### src/rtl/exe_stage_pipe.sv
// Pipelined execute stage: operand select, ALU/shift/compare, branch resolution,
// a bit-serial shift-add multiplier and a valid/ready EX/MEM output latch.
module exe_stage_pipe #(
  parameter int unsigned XLEN       = 32,
  parameter bit          SIGNED_CMP = 1'b0
) (
  input  logic            clk,
  input  logic            rst,
  input  logic            flush,
  input  logic            in_valid,
  output logic            in_ready,
  input  logic [XLEN-1:0] A,
  input  logic [XLEN-1:0] B,
  input  logic [XLEN-1:0] Imm,
  input  logic [XLEN-1:0] NPC_id,
  input  logic [31:0]     IR_id,
  output logic            out_valid,
  input  logic            out_ready,
  output logic [XLEN-1:0] NPC_ex,
  output logic [31:0]     IR_ex,
  output logic [XLEN-1:0] ALU_res,
  output logic [XLEN-1:0] B_ex,
  output logic            sel,
  output logic            busy
);

  localparam int unsigned SHW = $clog2(XLEN);

  typedef enum logic {IDLE, MUL} state_t;

  state_t          state_q;
  logic [SHW-1:0]  cnt_q;
  logic [XLEN-1:0] mcand_q, mplier_q, acc_q, acc_d;
  logic [XLEN-1:0] npcHold_q, bHold_q;
  logic [31:0]     irHold_q;

  logic            outValid_q, sel_q;
  logic [XLEN-1:0] npcEx_q, aluRes_q, bEx_q;
  logic [31:0]     irEx_q;

  logic [5:0]      opcode;
  logic [3:0]      func;
  logic [XLEN-1:0] opA, opB, aluResult;
  logic            gt, isMul, isBranch, takeBranch, accept;

  always_comb begin
    opcode     = IR_id[31:26];
    func       = opcode[3:0];
    opA        = (opcode[5:2] == 4'b1101) ? NPC_id : A;
    opB        = opcode[4] ? Imm : B;
    gt         = SIGNED_CMP ? ($signed(opA) > $signed(opB)) : (opA > opB);
    isMul      = !opcode[5] && (func == 4'd8);
    isBranch   = (opcode[5:1] == 5'b11010);
    // Branch condition looks at the raw rs1 value, not the NPC-substituted operand.
    takeBranch = isBranch && (opcode[0] ^ (A == '0));
    aluResult  = '0;
    if (opcode[5]) begin
      aluResult = opA + opB;
    end else begin
      case (func)
        4'd0:    aluResult = opA + opB;
        4'd1:    aluResult = opA - opB;
        4'd2:    aluResult = opA ^ opB;
        4'd3:    aluResult = opA & opB;
        4'd4:    aluResult = opA | opB;
        4'd5:    aluResult = {{(XLEN-1){1'b0}}, gt};
        4'd6:    aluResult = opA << opB[SHW-1:0];
        4'd7:    aluResult = opA >> opB[SHW-1:0];
        default: aluResult = '0;
      endcase
    end
  end

  assign in_ready = (state_q == IDLE) && (!outValid_q || out_ready) && !flush;
  assign accept   = in_valid && in_ready;
  assign acc_d    = acc_q + (mplier_q[0] ? mcand_q : '0);

  always_ff @(posedge clk) begin
    if (rst) begin
      state_q    <= IDLE;
      cnt_q      <= '0;
      mcand_q    <= '0;
      mplier_q   <= '0;
      acc_q      <= '0;
      npcHold_q  <= '0;
      bHold_q    <= '0;
      irHold_q   <= '0;
      outValid_q <= 1'b0;
      sel_q      <= 1'b0;
      npcEx_q    <= '0;
      aluRes_q   <= '0;
      bEx_q      <= '0;
      irEx_q     <= '0;
    end else if (flush) begin
      state_q    <= IDLE;
      cnt_q      <= '0;
      outValid_q <= 1'b0;
    end else begin
      case (state_q)
        IDLE: begin
          if (accept && isMul) begin
            // Latch is empty or draining here, so it is free when the product lands.
            state_q    <= MUL;
            cnt_q      <= '0;
            acc_q      <= '0;
            mcand_q    <= opA;
            mplier_q   <= opB;
            irHold_q   <= IR_id;
            npcHold_q  <= NPC_id;
            bHold_q    <= B;
            outValid_q <= 1'b0;
          end else if (accept) begin
            outValid_q <= 1'b1;
            aluRes_q   <= aluResult;
            sel_q      <= takeBranch;
            npcEx_q    <= takeBranch ? aluResult : NPC_id;
            irEx_q     <= IR_id;
            bEx_q      <= B;
          end else if (outValid_q && out_ready) begin
            outValid_q <= 1'b0;
          end
        end
        MUL: begin
          acc_q    <= acc_d;
          mcand_q  <= mcand_q << 1;
          mplier_q <= mplier_q >> 1;
          cnt_q    <= cnt_q + SHW'(1);
          if (cnt_q == SHW'(XLEN-1)) begin
            state_q    <= IDLE;
            outValid_q <= 1'b1;
            aluRes_q   <= acc_d;
            sel_q      <= 1'b0;
            npcEx_q    <= npcHold_q;
            irEx_q     <= irHold_q;
            bEx_q      <= bHold_q;
          end
        end
        default: state_q <= IDLE;
      endcase
    end
  end

  assign out_valid = outValid_q;
  assign NPC_ex    = npcEx_q;
  assign IR_ex     = irEx_q;
  assign ALU_res   = aluRes_q;
  assign B_ex      = bEx_q;
  assign sel       = sel_q;
  assign busy      = (state_q == MUL);

endmodule

### config.mk
export PLATFORM = sky130hd
export DESIGN_NAME = exe_stage_pipe
export DESIGN_NICKNAME = d
export VERILOG_FILES = /design/src/rtl/exe_stage_pipe.sv
export SDC_FILE = /design/constraint.sdc
export NUM_CORES = 1
export LEC_CHECK = 0
export CORE_MARGIN = 2
export CORE_UTILIZATION = 35
export DETAILED_ROUTE_END_ITERATION = 12
export PLACE_DENSITY = 0.61
export SKIP_CTS_REPAIR_TIMING = 1
export SLEW_MARGIN = 0
export SYNTH_ARGS = -nofsm -noshare
export SYNTH_HDL_FRONTEND = slang
export SYNTH_SLANG_ARGS = --single-unit
### constraint.sdc
create_clock -name clk -period 8.2 [get_ports clk]
set_input_delay 1.23 -clock clk [delete_from_list [all_inputs] [get_ports clk]]
set_output_delay 1.23 -clock clk [all_outputs]
set_load 0.01 [all_outputs]
## After elaboration in Yosys (flattened, before gate mapping)

Index checks and enable logic that the tools add are counted.

| cells by class | value |
|---|---|
| multiplexer cells | 42 |
| shift operators | 2 |
| bitwise logic cells | 6 |
| $add $sub $neg | 4 |
| order comparisons | 1 |
| reductions and logical operators | 18 |
| equality and inequality tests | 16 |

Operator list:

| operator | number |
|---|---|
| two-way mux 32 bit | 20 |
| case mux 32 bit (2 select lines) | 7 |
| case mux 32 bit (8 select lines) | 1 |
| adder 32 bit | 2 |
| AND 32 bit | 1 |
| > comparator 32 bit | 1 |
| zero test 32 bit | 1 |
| OR 32 bit | 1 |
| left shift 32 x 5 -> 32 bit | 1 |
| right shift 32 x 5 -> 32 bit | 1 |
| subtractor 32 bit | 1 |
| XOR 32 bit | 1 |
| == test 4 x 3 -> 1 bit (second input constant) | 4 |
| == test 5 bit (second input constant) | 2 |
| case mux 5 bit (2 select lines) | 1 |
| two-way mux 1 bit | 9 |
| == test 4 x 2 -> 1 bit (second input constant) | 2 |
| == test 4 bit (second input constant) | 2 |
| logical AND 1 bit | 7 |
| case mux 1 bit (2 select lines) | 3 |
| adder 5 x 1 -> 5 bit (second input constant) | 1 |
| two-way mux 5 bit | 1 |
| == test 4 x 1 -> 1 bit (second input constant) | 1 |
| zero test 4 bit | 1 |
| other kinds (11) | 17 |

| storage, ports and cells | value |
|---|---|
| word-level logic and storage cells | 103 |
| register bits | 328 |
| bits of input ports | 165 |
| output and inout port bits | 132 |

## Depth between registers and ports, before layout

| logic depth | value |
|---|---|
| depth in word-level cells | 9 |
| gate-level depth with buffers | 19 |
| mapped depth without buffers | 16 |

## Worst setup path after synthesis

OpenSTA, ideal clock, no wires.

| timing | value |
|---|---|
| kind | input-to-reg |
| from | input port IR_id[30] |
| to | register aluRes_q[30] (netlist: ALU_res[30]) |
| setup time | 0.134 ns |
| slack | 2.464 ns |
| stages on the path | 18 |
| buffers on the path | 4 |
| data arrival time | 5.603 ns |
| cell sequence | buf_6 mux2_2 buf_2 clkbuf_1 clkbuf_1 ha_1 inv_1 fa_1 a211o_1 o211ai_1 a21oi_1 a41oi_1 or3b_2 a311oi_1 xor2_1 a2111oi_0 a2bb2oi_1 o22ai_1 |

| between the ends | value |
|---|---|
| cells in the longest elaborated chain, start to end | 8 |

Ends and longest elaborated chain:

| item | line | RTL |
|---|---|---|
| from (decl) | 16 | `input logic [31:0] IR_id,` |
| == test 4 bit | 49 | `opA = (opcode[5:2] == 4'b1101) ? NPC_id : A;` |
| two-way mux 32 bit | 49 |  |
| subtractor 32 bit, or another cell as far along | 62 | `4'd1: aluResult = opA - opB;` |
| case mux 32 bit (8 select lines) | 60 | `case (func)` |
| two-way mux 32 bit * | 57 | `if (opcode[5]) begin` |
| two-way mux 32 bit * | 112 | `end else if (accept) begin` |
| two-way mux 32 bit * | 101 | `if (accept && isMul) begin` |
| case mux 32 bit (2 select lines) * | 99 | `case (state_q)` |
| to (signal assigned) | 114 | `aluRes_q <= aluResult;` |
| to (decl) | 38 | `logic [XLEN-1:0] npcEx_q, aluRes_q, bEx_q;` |

Every way passes the cells marked *; elsewhere a longest branch is shown, timed or not. The select of a mux whose other input is x is not followed.
A chain may end at the register's enable or synchronous reset.

## Final worst setup path

| timing | value |
|---|---|
| from | input port IR_id[28] |
| to | register aluRes_q[30] (netlist: ALU_res[30]) |

| between the ends | value |
|---|---|
| cells in the longest elaborated chain, start to end | 8 |

Ends and longest elaborated chain:

| item | line |
|---|---|
| == test 4 bit | 49 |
| two-way mux 32 bit | 49 |
| subtractor 32 bit, or another cell as far along | 62 |
| case mux 32 bit (8 select lines) | 60 |
| two-way mux 32 bit | 57 |
| two-way mux 32 bit | 112 |
| two-way mux 32 bit | 101 |
| case mux 32 bit (2 select lines) | 99 |

Parallel ways exist; a longest one is shown, timed or not. The select of a mux whose other input is x is not followed.

==> run_results.csv <==
group,metric,value,unit
power,p_seq_share,34.1,%
synthesis,synth_edf_count,0,
floorplan,die_y,269.9,µm
layout,fin_cells,4444,
clock_tree,clock-sinks,328,
global_routing,grt_pass1_wl,176100,µm
power,p_int,3149,µW
power,finalPower,4888,µW
power,net-switching-power,1738,µW
timing,finalClockSkew,0.03197,ns
timing,finalMaxSlewViolations,0,
power,power.leakage,0.01143,µW
global_routing,antenna_found_initial,4,
floorplan,die-area,0.07283,mm²
worst_setup_path,reg2regPathDepth,12,
timing,setup_violations,0,
synthesis,yosysTopAreaCell,"dfxtp_1",
worst_setup_path,r2r_slack,3.71,ns
job,max_cap_violations,0,
floorplan,coreArea,0.07003,mm²
synthesis,ys.flop_type,"dfxtp_1",
worst_setup_path,crit_required,8.66,ns
worst_setup_path,reg2reg_from,"mplier_q[0]",
synthesis,ys_types,83,
power,clkPwrFrac,35.7,%
detailed_routing,totalWireLength,122800,µm
synthesis,ys_seq_area_share,26.54,%
detailed_routing,vias,26790,
detailed_routing,drtIter0Drc,3109,
timing,period_needed,6.479,ns
detailed_routing,drc_errors,0,
global_routing,met2_usage,49.93,%
worst_hold_path,hold_path_depth,2,
timing,timing.fmax,154.3,MHz
global_routing,globalRouteMet3Util,5.814,%
worst_hold_path,hold_start,"mplier_q[11]",
floorplan,die_w,269.9,µm
synthesis,async_flop_share,0,%
clock_tree,clockBufferDepth,3,
place,port-buffer-count,296,
layout,area_growth,20.81,%
global_routing,busiest_layer,"met2",
layout,utilization,42.68,%
global_routing,globalRouteTotalUtil,32.23,%
power,p_per_area,163.5,mW/mm²
worst_setup_path,worstPathArrival,6.94,ns
place,hpwl,94240,µm
synthesis,yosys-top-cells-count,"nand2_1, a21oi_1, dfxtp_1",
place,gp_congestion,1.065,
worst_setup_path,end_kind,"flop",
clock_tree,cts-buffers-inserted,38,
clock_tree,clk_pin_slew_worst_paths,0.06,ns
timing,fin_crit_sh,79.02,%
worst_setup_path,path_class,"in2reg",
worst_hold_path,holdCritPathClass,"reg2reg",
floorplan,num_io_pins,297,
timing,holdWs,0.4490,ns
synthesis,ys_ff_latch,328,
worst_setup_path,crit-reg2reg-capture,"ALU_res[26]",
power,p_sw_share,35.56,%
synthesis,avgSynthCellArea,7.486,µm²
worst_setup_path,crit_top_cell,"inv_1",
place,dp_cells,4373,
timing,slew_headroom,7.437,%
worst_hold_path,hold-path-endpoint,"mplier_q[11]",
worst_setup_path,path_cells,"clkdlybuf4s50_1 > nand4b_4 > mux2_2 > inv_1 > ha_1 > inv_1 > fa_1 > a211o_1 > o211ai_1 > a21oi_1 > a41oi_1 > or3b_2 > a311oi_1 > xor2_1 > a2111oi_0 > a2bb2oi_1 > o22ai_1",
detailed_routing,viasPerCell,6.028,
global_routing,grt_max_degree,197,
worst_setup_path,cp-startpoint,"IR_id[28]",
layout,num-nets-final,3788,
synthesis,synthDominantCellAreaShare,26.54,%
synthesis,syn_inst,3305,
clock_tree,cts_tree,"built",
global_routing,grt-ovfl-total,0,
timing,fin_tns_setup,0,ns
timing,finalHoldViolCount,0,
clock_tree,cts_root_buffer,"clkbuf_16",
clock_tree,cts-htree-levels,2,
power,vdd_ir_drop_max,0.1283,mV
floorplan,std_cell_rows,97,
synthesis,syn_area,0.02474,mm²
global_routing,first_global_vias,24420,
worst_setup_path,critPathMaxStageDelay,0.76,ns
detailed_routing,routedWlPerCell,27.64,µm
timing,rsz0062_at_grt,"no",
global_routing,use_met1,43.23,%
detailed_routing,first_pass_iters,6,
worst_setup_path,cp_max_fo,22,
layout,drive_gt1_share,6.453,%
worst_setup_path,slowest_stage,"clkdlybuf4s50_1",
synthesis,post_synth_main_area_contributors,"dfxtp_1, mux2i_1, nand2_1",
timing,worstMarginPinSlew,1.379,ns
synthesis,yosysWarnings,0,
power,p_comb_share,30.2,%
synthesis,synth.net_count,3620,
run_status,outcome,"finished clean",
clock_tree,worstSkewPairLatency,0.59,ns
synthesis,post-synth-top-count-cell,"nand2_1",
floorplan,start_util,35.33,%
detailed_routing,ant_nets,0,
worst_setup_path,startpoint_type,"primary input",
==> critical path: cells and delay by family <==
family / cells / cell delay [ns]
AOI/OAI and AO/OA: 8 / 2.42
and+or+nand+nor: 2 / 1.03
buffers and inverters: 3 / 0.94
muxes: 1 / 0.52
xor gates and xnor gates: 1 / 0.11
adders and majority gates: 2 / 0.66
==> layer usage <==
layer  share of wire, %  wire, µm
met4                5.3      6556
met5              0.050        61
met1                 42     52070
met3                8.4     10350
met2                 44     53800
==> registers in the layout (all words and copies together), names as in the netlist, 5 cells and up <==
register	cells
mplier_q	32
irHold_q	32
acc_q	32
cnt_q	5
B_ex	32
bHold_q	32
IR_ex	32
mcand_q	32
NPC_ex	32
ALU_res	32
npcHold_q	32
==> logic make-up (layout without fill, tap and decap cells) <==
kind of cell | after synthesis | in the layout | share of synthesized area [%]
xor gates and xnor gates | 68 | 68 | 2.407
and+or+nand+nor | 1190 | 1190 | 21.01
AOI/OAI and AO/OA | 939 | 939 | 23.93
DFF | 328 | 328 | 26.54
buffers and inverters | 352 | 549 | 5.583
other | 0 | 2 | 0
adders and majority gates | 150 | 150 | 7.677
muxes | 278 | 278 | 12.86
==> worst max-delay path by stage <==
stage | depth (start not counted) | slack [ns] | endpoint
global route | 15 | 1.47 | ALU_res[30]
CTS | 17 | 1.81 | ALU_res[30]
global placement | 17 | 1.30 | ALU_res[30]
detailed placement | 17 | 1.25 | ALU_res[30]
finish | 17 | 1.72 | ALU_res[30]
floorplan | 18 | 2.46 | ALU_res[30]
==> layout make-up <==
cell class	instances	area [µm²]
fill	7197	40140
multi-input combinational	2625	16870
sequential	328	6570
timing repair buffer	383	3654
tap	940	1176
clock buffer	57	1102
inverter	97	369.1
clock inverter	12	137.6
antenna	2	5.005
==> metrics by stage <==
stage               area, µm²  setup WS (ns)
floorplan               24740          2.464
global placement        28640          1.300
detailed placement      28640          1.250
CTS                     29880          1.807
global route            29880          1.469
finish                  29890          1.721
==> layout by cell type (no fill, tap or decap), types with 48 or more instances in the layout <==
cell	Yosys	final
nand2_1	587	586
a21oi_1	361	360
dfxtp_1	328	327
clkdlybuf4s50_1	0	294
nor2_1	286	284
mux2i_1	237	235
o21ai_0	152	152
ha_1	147	147
inv_1	92	92
a211oi_1	92	92
buf_4	3	84
nand3_1	60	60
and2_1	49	48
==> power groups by stage <==
stage | sequential (µW) | clock, µW | combinational [µW]
6_report | 1670 | 1750 | 1470
4_1_cts | 1670 | 1770 | 1420
5_1_grt | 1670 | 1830 | 1520
3_3_place_gp | 1700 | 0 | 1430
2_1_floorplan | 1710 | 0 | 753
3_5_place_dp | 1700 | 0 | 1410
(Power assumes the default switching activity.)
